[src/rtl/mem_arb_pkg.sv]
// mem_arb_pkg: shared states, owner encoding and default widths for the memory port arbiter
package mem_arb_pkg;
  typedef enum logic [1:0] {IDLE, REQ, RESP} arb_state_e;
  typedef enum logic {OWN_IF, OWN_D} arb_owner_e;
  localparam int DEF_ADDR_W      = 32;
  localparam int DEF_DATA_W      = 32;
  localparam int DEF_MAX_IF_WAIT = 4;
  localparam int DEF_CNT_W       = 16;
  localparam int STARVE_W        = 4;
endpackage

[src/rtl/mem_port_arbiter_if.sv]
// mem_port_arbiter_if: fetch, data and memory req/gnt/rvalid buses; slave = arbiter view, master = core/memory view
interface mem_port_arbiter_if #(
  parameter int ADDR_W = mem_arb_pkg::DEF_ADDR_W,
  parameter int DATA_W = mem_arb_pkg::DEF_DATA_W
);
  logic              if_req;
  logic [ADDR_W-1:0] if_addr;
  logic              if_gnt;
  logic              if_rvalid;
  logic [DATA_W-1:0] if_rdata;
  logic                d_req;
  logic                d_we;
  logic [DATA_W/8-1:0] d_be;
  logic [ADDR_W-1:0]   d_addr;
  logic [DATA_W-1:0]   d_wdata;
  logic                d_gnt;
  logic                d_rvalid;
  logic [DATA_W-1:0]   d_rdata;
  logic                mem_req;
  logic                mem_we;
  logic [DATA_W/8-1:0] mem_be;
  logic [ADDR_W-1:0]   mem_addr;
  logic [DATA_W-1:0]   mem_wdata;
  logic                mem_gnt;
  logic                mem_rvalid;
  logic [DATA_W-1:0]   mem_rdata;
  modport slave (
    input  if_req, if_addr, d_req, d_we, d_be, d_addr, d_wdata, mem_gnt, mem_rvalid, mem_rdata,
    output if_gnt, if_rvalid, if_rdata, d_gnt, d_rvalid, d_rdata,
           mem_req, mem_we, mem_be, mem_addr, mem_wdata
  );
  modport master (
    output if_req, if_addr, d_req, d_we, d_be, d_addr, d_wdata, mem_gnt, mem_rvalid, mem_rdata,
    input  if_gnt, if_rvalid, if_rdata, d_gnt, d_rvalid, d_rdata,
           mem_req, mem_we, mem_be, mem_addr, mem_wdata
  );
endinterface

[src/rtl/mem_arb_prio_sel.sv]
// mem_arb_prio_sel: data-first winner select with a fetch starvation counter
module mem_arb_prio_sel
  import mem_arb_pkg::*;
#(
  parameter int MAX_IF_WAIT = DEF_MAX_IF_WAIT
) (
  input  logic                clk,
  input  logic                rst_n,
  input  logic                if_req,
  input  logic                d_req,
  input  logic                accept,
  output logic                sel_d,
  output logic [STARVE_W-1:0] cnt
);
  localparam logic [STARVE_W-1:0] CNT_MAX = STARVE_W'(MAX_IF_WAIT);
  logic [STARVE_W-1:0] cnt_q, cnt_d;
  assign sel_d = d_req && !(if_req && cnt_q == CNT_MAX);
  assign cnt   = cnt_q;
  // Count D grants taken while fetch waits; any IF grant or idle fetch clears it.
  always_comb
    cnt_d = !if_req            ? '0 :
            !accept            ? cnt_q :
            !sel_d             ? '0 :
            (cnt_q == CNT_MAX) ? cnt_q : cnt_q + STARVE_W'(1);
  // Starvation counter register.
  always_ff @(posedge clk or negedge rst_n)
    if (!rst_n) cnt_q <= '0;
    else        cnt_q <= cnt_d;
endmodule

[src/rtl/mem_port_arbiter.sv]
// mem_port_arbiter: shares one single-port memory between fetch and load/store, one transaction in flight.
// Optional performance counters are built when ARB_PERF_CNT_EN is defined.
module mem_port_arbiter
  import mem_arb_pkg::*;
#(
  parameter int ADDR_W      = DEF_ADDR_W,
  parameter int DATA_W      = DEF_DATA_W,
  parameter int MAX_IF_WAIT = DEF_MAX_IF_WAIT
`ifdef ARB_PERF_CNT_EN
  ,
  parameter int CNT_W       = DEF_CNT_W
`endif
) (
  input  logic              clk,
  input  logic              rst_n,
  mem_port_arbiter_if.slave bus,
  output logic              busy
`ifdef ARB_PERF_CNT_EN
  ,
  output logic [CNT_W-1:0]  perf_if_gnt,
  output logic [CNT_W-1:0]  perf_d_gnt,
  output logic [CNT_W-1:0]  perf_stall
`endif
);
  arb_state_e          state_q, state_d;
  arb_owner_e          owner_q, owner_d;
  logic                we_q, we_d;
  logic [DATA_W/8-1:0] be_q, be_d;
  logic [ADDR_W-1:0]   addr_q, addr_d;
  logic [DATA_W-1:0]   wdata_q, wdata_d;
  logic                accept, sel_d, if_gnt, d_gnt, rsp, if_rv, d_rv;
  logic [STARVE_W-1:0] unused_starve_cnt;

  mem_arb_prio_sel #(.MAX_IF_WAIT(MAX_IF_WAIT)) u_sel (
    .clk    (clk),
    .rst_n  (rst_n),
    .if_req (bus.if_req),
    .d_req  (bus.d_req),
    .accept (accept),
    .sel_d  (sel_d),
    .cnt    (unused_starve_cnt)
  );

  // Next state; in IDLE accept the winner and latch its fields (fetches read a full word).
  always_comb begin
    state_d = state_q;
    owner_d = owner_q;
    we_d    = we_q;
    be_d    = be_q;
    addr_d  = addr_q;
    wdata_d = wdata_q;
    accept  = 1'b0;
    case (state_q)
      IDLE: begin
        accept = rst_n && (bus.if_req || bus.d_req);
        if (accept) begin
          state_d = REQ;
          owner_d = sel_d ? OWN_D : OWN_IF;
          we_d    = sel_d && bus.d_we;
          be_d    = sel_d ? bus.d_be : '1;
          addr_d  = sel_d ? bus.d_addr : bus.if_addr;
          wdata_d = sel_d ? bus.d_wdata : '0;
        end
      end
      REQ:     state_d = bus.mem_gnt ? RESP : REQ;
      RESP:    state_d = bus.mem_rvalid ? IDLE : RESP;
      default: state_d = IDLE;
    endcase
  end

  // FSM state, owner and latched request fields.
  always_ff @(posedge clk or negedge rst_n)
    if (!rst_n) begin
      state_q <= IDLE;
      owner_q <= OWN_IF;
      we_q    <= 1'b0;
      be_q    <= '0;
      addr_q  <= '0;
      wdata_q <= '0;
    end else begin
      state_q <= state_d;
      owner_q <= owner_d;
      we_q    <= we_d;
      be_q    <= be_d;
      addr_q  <= addr_d;
      wdata_q <= wdata_d;
    end

  assign if_gnt = accept && !sel_d;
  assign d_gnt  = accept && sel_d;
  assign rsp    = (state_q == RESP) && bus.mem_rvalid;
  assign if_rv  = rsp && owner_q == OWN_IF;
  assign d_rv   = rsp && owner_q == OWN_D;

  assign bus.if_gnt    = if_gnt;
  assign bus.d_gnt     = d_gnt;
  assign bus.if_rvalid = if_rv;
  assign bus.d_rvalid  = d_rv;
  assign bus.if_rdata  = if_rv ? bus.mem_rdata : '0;
  assign bus.d_rdata   = d_rv ? bus.mem_rdata : '0;
  assign bus.mem_req   = state_q == REQ;
  assign bus.mem_we    = we_q;
  assign bus.mem_be    = be_q;
  assign bus.mem_addr  = addr_q;
  assign bus.mem_wdata = wdata_q;
  assign busy          = state_q != IDLE;

`ifdef ARB_PERF_CNT_EN
  logic [CNT_W-1:0] perf_if_gnt_q, perf_if_gnt_d;
  logic [CNT_W-1:0] perf_d_gnt_q, perf_d_gnt_d;
  logic [CNT_W-1:0] perf_stall_q, perf_stall_d;
  logic             stall;
  assign stall = (bus.if_req || bus.d_req) && !(if_gnt || d_gnt);
  // Saturating event counters.
  always_comb begin
    perf_if_gnt_d = (if_gnt && !(&perf_if_gnt_q)) ? perf_if_gnt_q + CNT_W'(1) : perf_if_gnt_q;
    perf_d_gnt_d  = (d_gnt && !(&perf_d_gnt_q)) ? perf_d_gnt_q + CNT_W'(1) : perf_d_gnt_q;
    perf_stall_d  = (stall && !(&perf_stall_q)) ? perf_stall_q + CNT_W'(1) : perf_stall_q;
  end
  // Performance counter registers.
  always_ff @(posedge clk or negedge rst_n)
    if (!rst_n) begin
      perf_if_gnt_q <= '0;
      perf_d_gnt_q  <= '0;
      perf_stall_q  <= '0;
    end else begin
      perf_if_gnt_q <= perf_if_gnt_d;
      perf_d_gnt_q  <= perf_d_gnt_d;
      perf_stall_q  <= perf_stall_d;
    end
  assign perf_if_gnt = perf_if_gnt_q;
  assign perf_d_gnt  = perf_d_gnt_q;
  assign perf_stall  = perf_stall_q;
`endif
endmodule

[src/flat_wrapper.sv]
// flat-port wrapper written by rule: the top's interface ports become plain ports
module mem_port_arbiter_flat import mem_arb_pkg::*;
#(
  parameter int ADDR_W      = DEF_ADDR_W,
  parameter int DATA_W      = DEF_DATA_W,
  parameter int MAX_IF_WAIT = DEF_MAX_IF_WAIT

)
  (clk, rst_n, busy, bus_if_req, bus_if_addr, bus_d_req, bus_d_we, bus_d_be, bus_d_addr, bus_d_wdata, bus_mem_gnt, bus_mem_rvalid, bus_mem_rdata, bus_if_gnt, bus_if_rvalid, bus_if_rdata, bus_d_gnt, bus_d_rvalid, bus_d_rdata, bus_mem_req, bus_mem_we, bus_mem_be, bus_mem_addr, bus_mem_wdata);
  mem_port_arbiter_if #(.ADDR_W(ADDR_W), .DATA_W(DATA_W)) bus_i ();
  input  logic clk;
  input  logic rst_n;
  output logic busy;
  input wire logic [$bits(bus_i.if_req)-1:0] bus_if_req;
  input wire logic [$bits(bus_i.if_addr)-1:0] bus_if_addr;
  input wire logic [$bits(bus_i.d_req)-1:0] bus_d_req;
  input wire logic [$bits(bus_i.d_we)-1:0] bus_d_we;
  input wire logic [$bits(bus_i.d_be)-1:0] bus_d_be;
  input wire logic [$bits(bus_i.d_addr)-1:0] bus_d_addr;
  input wire logic [$bits(bus_i.d_wdata)-1:0] bus_d_wdata;
  input wire logic [$bits(bus_i.mem_gnt)-1:0] bus_mem_gnt;
  input wire logic [$bits(bus_i.mem_rvalid)-1:0] bus_mem_rvalid;
  input wire logic [$bits(bus_i.mem_rdata)-1:0] bus_mem_rdata;
  output wire logic [$bits(bus_i.if_gnt)-1:0] bus_if_gnt;
  output wire logic [$bits(bus_i.if_rvalid)-1:0] bus_if_rvalid;
  output wire logic [$bits(bus_i.if_rdata)-1:0] bus_if_rdata;
  output wire logic [$bits(bus_i.d_gnt)-1:0] bus_d_gnt;
  output wire logic [$bits(bus_i.d_rvalid)-1:0] bus_d_rvalid;
  output wire logic [$bits(bus_i.d_rdata)-1:0] bus_d_rdata;
  output wire logic [$bits(bus_i.mem_req)-1:0] bus_mem_req;
  output wire logic [$bits(bus_i.mem_we)-1:0] bus_mem_we;
  output wire logic [$bits(bus_i.mem_be)-1:0] bus_mem_be;
  output wire logic [$bits(bus_i.mem_addr)-1:0] bus_mem_addr;
  output wire logic [$bits(bus_i.mem_wdata)-1:0] bus_mem_wdata;
  assign bus_i.if_req = bus_if_req;
  assign bus_i.if_addr = bus_if_addr;
  assign bus_i.d_req = bus_d_req;
  assign bus_i.d_we = bus_d_we;
  assign bus_i.d_be = bus_d_be;
  assign bus_i.d_addr = bus_d_addr;
  assign bus_i.d_wdata = bus_d_wdata;
  assign bus_i.mem_gnt = bus_mem_gnt;
  assign bus_i.mem_rvalid = bus_mem_rvalid;
  assign bus_i.mem_rdata = bus_mem_rdata;
  assign bus_if_gnt = bus_i.if_gnt;
  assign bus_if_rvalid = bus_i.if_rvalid;
  assign bus_if_rdata = bus_i.if_rdata;
  assign bus_d_gnt = bus_i.d_gnt;
  assign bus_d_rvalid = bus_i.d_rvalid;
  assign bus_d_rdata = bus_i.d_rdata;
  assign bus_mem_req = bus_i.mem_req;
  assign bus_mem_we = bus_i.mem_we;
  assign bus_mem_be = bus_i.mem_be;
  assign bus_mem_addr = bus_i.mem_addr;
  assign bus_mem_wdata = bus_i.mem_wdata;
  mem_port_arbiter #(.ADDR_W(ADDR_W), .DATA_W(DATA_W), .MAX_IF_WAIT(MAX_IF_WAIT)) u_core (.clk(clk), .rst_n(rst_n), .bus(bus_i), .busy(busy));
endmodule
[config.mk]
export PLATFORM = sky130hd
export DESIGN_NAME = mem_port_arbiter_flat
export DESIGN_NICKNAME = d
export VERILOG_FILES = /design/src/rtl/mem_arb_pkg.sv /design/src/rtl/mem_port_arbiter_if.sv /design/src/rtl/mem_arb_prio_sel.sv /design/src/rtl/mem_port_arbiter.sv /design/src/flat_wrapper.sv
export SDC_FILE = /design/constraint.sdc
export NUM_CORES = 1
export LEC_CHECK = 0
export ABC_AREA = 1
export BUFFER_PORTS_ARGS = -buffer_cell sky130_fd_sc_hd__buf_2
export CAP_MARGIN = 10
export CORE_AREA = 3 3 107 109
export CTS_BUF_LIST = sky130_fd_sc_hd__clkbuf_8
export CTS_CLUSTER_SIZE = 8
export DETAILED_ROUTE_END_ITERATION = 8
export DIE_AREA = 0 0 110 112
export GPL_ROUTABILITY_DRIVEN = 0
export HOLD_SLACK_MARGIN = 0.02
export PLACE_DENSITY = 0.72
export SYNTH_ARGS = -nofsm -noshare
export SYNTH_HDL_FRONTEND = slang
export SYNTH_SLANG_ARGS = --single-unit
[constraint.sdc]
create_clock -name clk -period 1.8 [get_ports clk]
set_input_delay 0.54 -clock clk [delete_from_list [all_inputs] [get_ports clk]]
set_output_delay 0.54 -clock clk [all_outputs]
set_load 0.005 [all_outputs]
==> summary.txt, run 1 <==
Floorplanning
  – IO Pins: 278
  – Die Height: ~110 microns
  – Overall die width: 110 microns
  – Initial core utilization: between 30% and 40%
  – # rows: 38
  – Core Region: between 0.01 and 0.015 sq mm
  – Total die area: roughly 0.012 sq mm

Critical path
  – Top cell by count, worst path: inv_2
  – CP Cell Sequence: inv_2 > nand3_4 > nor2_4 > inv_2 > buf_12 > nor2_1 > buf_2
  – CP Class: reg2out
  – Top Family by Delay on Critical Path: buffers and inverters
  – Startpoint types: register
  – Max incr delay on CP: between 0.3 and 0.4 ns
  – CP endpoint kind: primary output
  – CP required: approximately 1.3 ns
  – Critical Path Fanout Max: 32
  – Slowest cell on the critical path: dfrtp_1
  – WP buf/inv: 4
  – Worst EP arrival: about 1.5 ns

Pwr
  – PD cells: 1210 mW/mm^2
  – VDD IR max: 0.642 mV
  – Power Total: ~6900 uW
  – P_leak: 0.00354 uW

Detailed routing
  – Routed WL: around 13 mm
  – Vias: 4252
  – Wirelength per Cell: ~14 microns
  – Iteration-0 DRC Markers: about 180
  – Vias per Instance: between 4 and 5
  – Remaining DRCs: 0
  – ANT nets after route: 0
  – Drt first pass iters: 4

Cells and area
  – Final nets: between 900 and 1000
  – Area Overhead vs Synth: 57.7%
  – Fill cells: 1047
  – Proportion of layout cells with a drive suffix above 1: 47.3%
  – Design area: between 0.005 and 0.006 sq mm
  – Fin cells: 931

Timing
  – Worst hold margin: 0.386 ns
  – Max-slew headroom: 34.8%
  – Worst Tran Pin Value: around 0.98 ns
  – Clock Skew: about 0.01 ns
  – Part of the cycle the worst path needs: 114%
  – Peak Freq: roughly 0.5 GHz
  – Final setup vio count: 67
  – Slew Viols, Final: 0
  – Clock period minus final worst setup slack: 2.05 ns
  – Final hold violation count: 0
  – Final setup margin: -0.250 ns
  – RSZ-0062 raised after global routing: yes

Hold path
  – Hold crit path type: in2reg

Yosys
  – Synthesized area: 0.00364 sq mm
  – Most used DFF post-synth: dfrtp_1
  – Ys Warns: 0
  – Top cells by area, synth: dfrtp_1 (52%), nand2_1 (19%), nand3_1 (9.2%), nor2_1 (7.3%), inv_1 (4.4%)
  – EDFF count, synth: 0
  – Most numerous cell in the Yosys netlist: nand2_1
  – Synth top area share: 52.2%
  – Synthesized area per cell: approximately 7.4 sq um
  – Count of state elements after synthesis: 76
  – Async set or reset register ratio after synthesis: 100%
  – Net Count, Synth: approximately 630
  – Post-synthesis sequential area ratio: around 52%
  – Most frequent cells after synthesis: nand2_1 (186), dfrtp_1 (76), nor2_1 (71), nand3_1 (67), inv_1 (43)
  – Post-synth top area cell: dfrtp_1
  – Cells after synthesis: approximately 490
  – Post-synthesis cell type count: 20

Clock network
  – CTS Sinks: between 70 and 80
  – Worst-skew pair later-pin latency: 0.34 ns
  – Clk Tree Root Cell: clkbuf_8
  – CTS tree: yes
  – Clock slew at reported path FFs: 0.09 ns
  – Cts bufs inserted: 9
  – Clk buf depth: 2
  – Post-CTS Hold Fix Bufs: 0
  – H-tree levels: 3

Global routing
  – Initial antenna violation count: 3
  – All-Layer GR Usage: 19.4%
  – First-pass GRT wire length: ~19 mm
  – Vias in the first global route: approximately 3900
  – Largest net degree at the start of global routing: 77
  – GRT Residual Overflow: 0

Outcome
  – Failing checks: setup timing
  – Status: finished, violations left

Place
  – Dpl hpwl: approximately 9.5 mm
  – DP Worst Slack: -0.0848 ns
  – Port buffer count: 277
  – Post-Place Cells: ~900
  – DP Area: about 0.0052 sq mm

Flow run
  – Max-cap violations: 0
metal layers:
layer | vias to the layer above | part of all wire (%) | GRT usage, %
met5 | - | 0 | 0
li1 | 2089 | - | -
met4 | 0 | 2.4 | 5.90
met3 | 23 | 8.8 | 4.46
met2 | 215 | 53 | 36.1
met1 | 1925 | 36 | 21.4
tightest hold or removal path, stage by stage:
cell and delay, ns:
buf_2 0.07, nand2_1 0.04, nand2_1 0.05
cells in the final DEF, fill, tap and decap left out, types with 2 or more instances in the layout:
master and count:
nor2_4 4, buf_2 274, nand3_4 2, buf_4 27, clkbuf_8 9, bufinv_16 2, diode_2 2, inv_2 7
nand2_4 2, nand2_1 185, o21ai_0 7, buf_12 2, nor2_2 31, nand4_1 2, nand3_1 66, buf_6 5
dfrtp_1 75, nor2_1 37, inv_1 39
flip-flops by register name (all words and copies together) (netlist names):
| name | cells |
|---|---|
| u_core.owner_q | 1 |
| u_core.bus.mem_addr | 32 |
| u_core.u_sel.cnt | 4 |
| u_core.bus.mem_be | 4 |
| u_core.bus.mem_wdata | 32 |
| u_core.bus.mem_we | 1 |
| u_core.state_q | 2 |
final cells by class:
class	instances	area [sq um]	area share (%)
Sequential cell	76	1900	33.1
Antenna cell	2	5.00	0.0871
Clock buffer	9	124	2.15
Multi-Input combinational cell	342	1580	27.4
Timing Repair Buffer	309	1700	29.5
Inverter	46	175	3.05
Tap cell	140	175	3.05
Clock inverter	7	92.6	1.61
metrics by stage:
stage                     setup TNS [ns]  util [%]
after floorplan                        0         -
after global placement             -3.26      48.8
after detailed placement           -4.56      48.8
after CTS                         -13.36      52.5
after global routing              -18.18      53.7
final                             -12.82      53.7
report_power, final:
| group | internal (uW) | switching, uW |
|---|---|---|
| clock network | 779 | 645 |
| registers | 2430 | 410 |
| logic | 1250 | 1420 |
final timing paths:
kind / from / to / slack (ns) / depth (start not counted)
max in group asynchronous: rst_n / u_core.state_q[1]$_DFFE_PN0P_ / 0.69 / 2
worst max register to register: u_core.state_q[0]$_DFFE_PN0P_ / u_core.bus.mem_wdata[0]$_DFFE_PN0N_ / 0.12 / 8
worst max-delay path: u_core.state_q[0]$_DFFE_PN0P_ / bus_d_rdata[5] / -0.25 / 7
worst min register to register: u_core.bus.mem_wdata[13]$_DFFE_PN0N_ / u_core.bus.mem_wdata[13]$_DFFE_PN0N_ / 0.48 / 2
min in group asynchronous: rst_n / u_core.bus.mem_addr[22]$_DFFE_PN0N_ / 0.46 / 2
worst min-delay path: bus_d_wdata[6] / u_core.bus.mem_wdata[6]$_DFFE_PN0N_ / 0.39 / 3
cell families after synthesis:
logic type	synth area share (%)
AOI/OAI and AO/OA	1.44
buffers and inverters	8.68
xor gates and xnor gates	0.240
adders and majority gates	0.686
and+or+nand+nor	36.8
DFF	52.2
what timing repair did:
item,in CTS,in global routing
pin swaps,5,7
gates cloned,1,0
resized for setup,23,39
endpoints found under the setup margin,66,136
setup buffers,13,6
hold endpoints to repair,0,0
(Power assumes the default switching activity.)
==> run 2, diff against run 1 <==
Settings changed: PLACE_DENSITY 0.72 to 0.81.
==> run 2 against run 1 <==
  * The flow still finishes with violations (setup timing)
  * Non-clock buffer count up 5
  * Clock skew up 0.0030 ns
  * Hold slack lost 0.14 ns
==> summary.txt, run 2 (synthesis results as in run 1) <==
Clock network
  – Clk Tree Root Cell: clkbuf_8
  – CTS Sinks: 76
  – Post-CTS Hold Fix Bufs: 0
  – Cts bufs inserted: 9
  – Worst-skew pair later-pin latency: around 0.35 ns
  – Clock slew at reported path FFs: about 0.09 ns
  – Clk buf depth: 2
  – H-tree levels: 3
  – CTS tree: yes

Critical path
  – CP required: ~1.3 ns
  – Reg2reg path depth: 9
  – Worst EP arrival: approximately 1.5 ns
  – Max incr delay on CP: around 0.4 ns
  – Critical Path Fanout Max: 8
  – CP Class: reg2out
  – R2R Path End: u_core.bus.mem_we$_DFFE_PN0N_
  – Startpoint types: register
  – Reg-to-reg startpoint: u_core.state_q[0]$_DFFE_PN0P_
  – CP Cell Sequence: inv_2 > nand3_4 > nor2_4 > inv_4 > clkbuf_16 > nor2_4 > buf_2
  – Slowest cell on the critical path: dfrtp_1
  – Reg2Reg Setup Slack: 0.13 ns
  – CP endpoint kind: primary output
  – Top cell by count, worst path: nor2_4

Place
  – Dpl hpwl: around 10 mm
  – Port buffer count: 277
  – DP Worst Slack: -0.144 ns

Global routing
  – Largest net degree at the start of global routing: 77
  – GRT Residual Overflow: 0
  – All-Layer GR Usage: a little over a fifth
  – Initial antenna violation count: 3
  – First-pass GRT wire length: approximately 20 mm
  – Vias in the first global route: 3941

Pwr
  – PD cells: about 1200 mW/mm^2
  – Switching share of power: a little under two fifths
  – Internal power: around 4400 uW
  – VDD IR max: between 0.7 and 0.8 mV
  – Seq pwr share: just over 40%
  – Sw power: about 2600 uW
  – Clock network fraction of design power: 18.7%
  – P_leak: between 0.003 and 0.004 uW
  – Logic gate share of total power: around two fifths

Detailed routing
  – Remaining DRCs: 0
  – Vias per Instance: approximately 4.6
  – ANT nets after route: 0
  – Iteration-0 DRC Markers: between 150 and 200
  – Drt first pass iters: 5
  – Vias: 4307
  – Routed WL: around 14 mm
  – Wirelength per Cell: between 15 and 20 microns

Cells and area
  – Proportion of layout cells with a drive suffix above 1: around half
  – Most frequent cells in the layout: buf_2 (271), nand2_1 (184), dfrtp_1 (75), nand3_1 (66), inv_1 (39)
  – Area Overhead vs Synth: 66.3%
  – Final nets: between 900 and 1000
  – Commonest non-fill, non-tap cell in the layout: buf_2
  – Post-layout util: 56.6%

Floorplanning
  – Core Region: about 0.011 sq mm
  – IO Pins: roughly 280
  – Initial core utilization: between 30 and 40%
  – Die Height: between 100 and 150 microns
  – Overall die width: 110 microns
  – Total die area: approximately 0.012 sq mm
  – # rows: 38

Timing
  – Final setup vio count: 68
  – Slew Viols, Final: 0
  – RSZ-0062 raised after global routing: yes
  – Final setup margin: -0.277 ns
  – Clock Skew: approximately 0.013 ns
  – Peak Freq: 0.482 GHz
  – Max-slew headroom: about three quarters
  – Clock period minus final worst setup slack: between 2 and 2.5 ns
  – Worst hold margin: 0.250 ns
  – Final hold violation count: 0
  – Worst Tran Pin Value: between 0.3 and 0.4 ns
  – Part of the cycle the worst path needs: 115%

Outcome
  – Status: finished, violations left
  – Failing checks: setup timing

Flow run
  – Max-cap violations: 0

Hold path
  – Hold crit path type: in2async
run 2: through the flow:
step                instance area [sq um]  total power (uW)  cells  TNS [ns]
floorplan                            3640              3970    491         0
global placement                     5290              5350    903     -2.62
detailed placement                   5290              5420    903     -3.70
CTS                                  5770              6940    929    -14.00
global route                         6060              7520    935    -22.08
finish                               6060              7010    935    -16.30
run 2: final cells by class:
cell class	instances	area, sq um
Tap cell	140	175
Fill cell	974	4640
Clock inverter	7	75.1
Clock buffer	9	124
Multi-Input combinational cell	342	1730
Inverter	46	178
Sequential cell	76	1900
Timing Repair Buffer	314	1870
Antenna cell	1	2.50
run 2: how the worst max path moves through the flow:
stage                                                from               end
after floorplan           u_core.u_sel.cnt[0]$_DFFE_PN0P_         bus_d_gnt
after global placement                         bus_if_req        bus_if_gnt
after detailed placement                       bus_if_req        bus_if_gnt
after CTS                 u_core.u_sel.cnt[0]$_DFFE_PN0P_         bus_d_gnt
after global routing        u_core.state_q[0]$_DFFE_PN0P_  bus_if_rdata[31]
final                       u_core.state_q[0]$_DFFE_PN0P_   bus_d_rdata[20]
run 2: critical path, delay by kind of cell (launching register included):
family | cells | cell delay, ns
buf+inv | 4 | 0.46
flops | 1 | 0.40
simple gates | 3 | 0.33
run 2: what timing repair did:
item	in CTS	in global routing
cloned	3	3
buffers inserted	11	2
endpoints found under the setup margin	68	84
resized for setup	44	56
pin swaps	7	5
run 2: per-layer routing:
metal  up-vias  routed length, microns  global-route usage (%)
li1       2096                       -                       -
met1      1984                    4910                    21.1
met2       198                    7600                    39.6
met3        25                    1350                    6.32
met4         4                     362                    8.15
met5         -                      21                       0
run 2: power groups by stage:
| stage | logic (uW) | clock network, uW | registers (uW) |
|---|---|---|---|
| 3_5_place_dp | 2600 | 0 | 2820 |
| 4_1_cts | 2750 | 1350 | 2840 |
| 6_report | 2850 | 1310 | 2840 |
| 3_3_place_gp | 2520 | 0 | 2830 |
| 5_1_grt | 3150 | 1440 | 2930 |
| 2_1_floorplan | 1080 | 0 | 2890 |
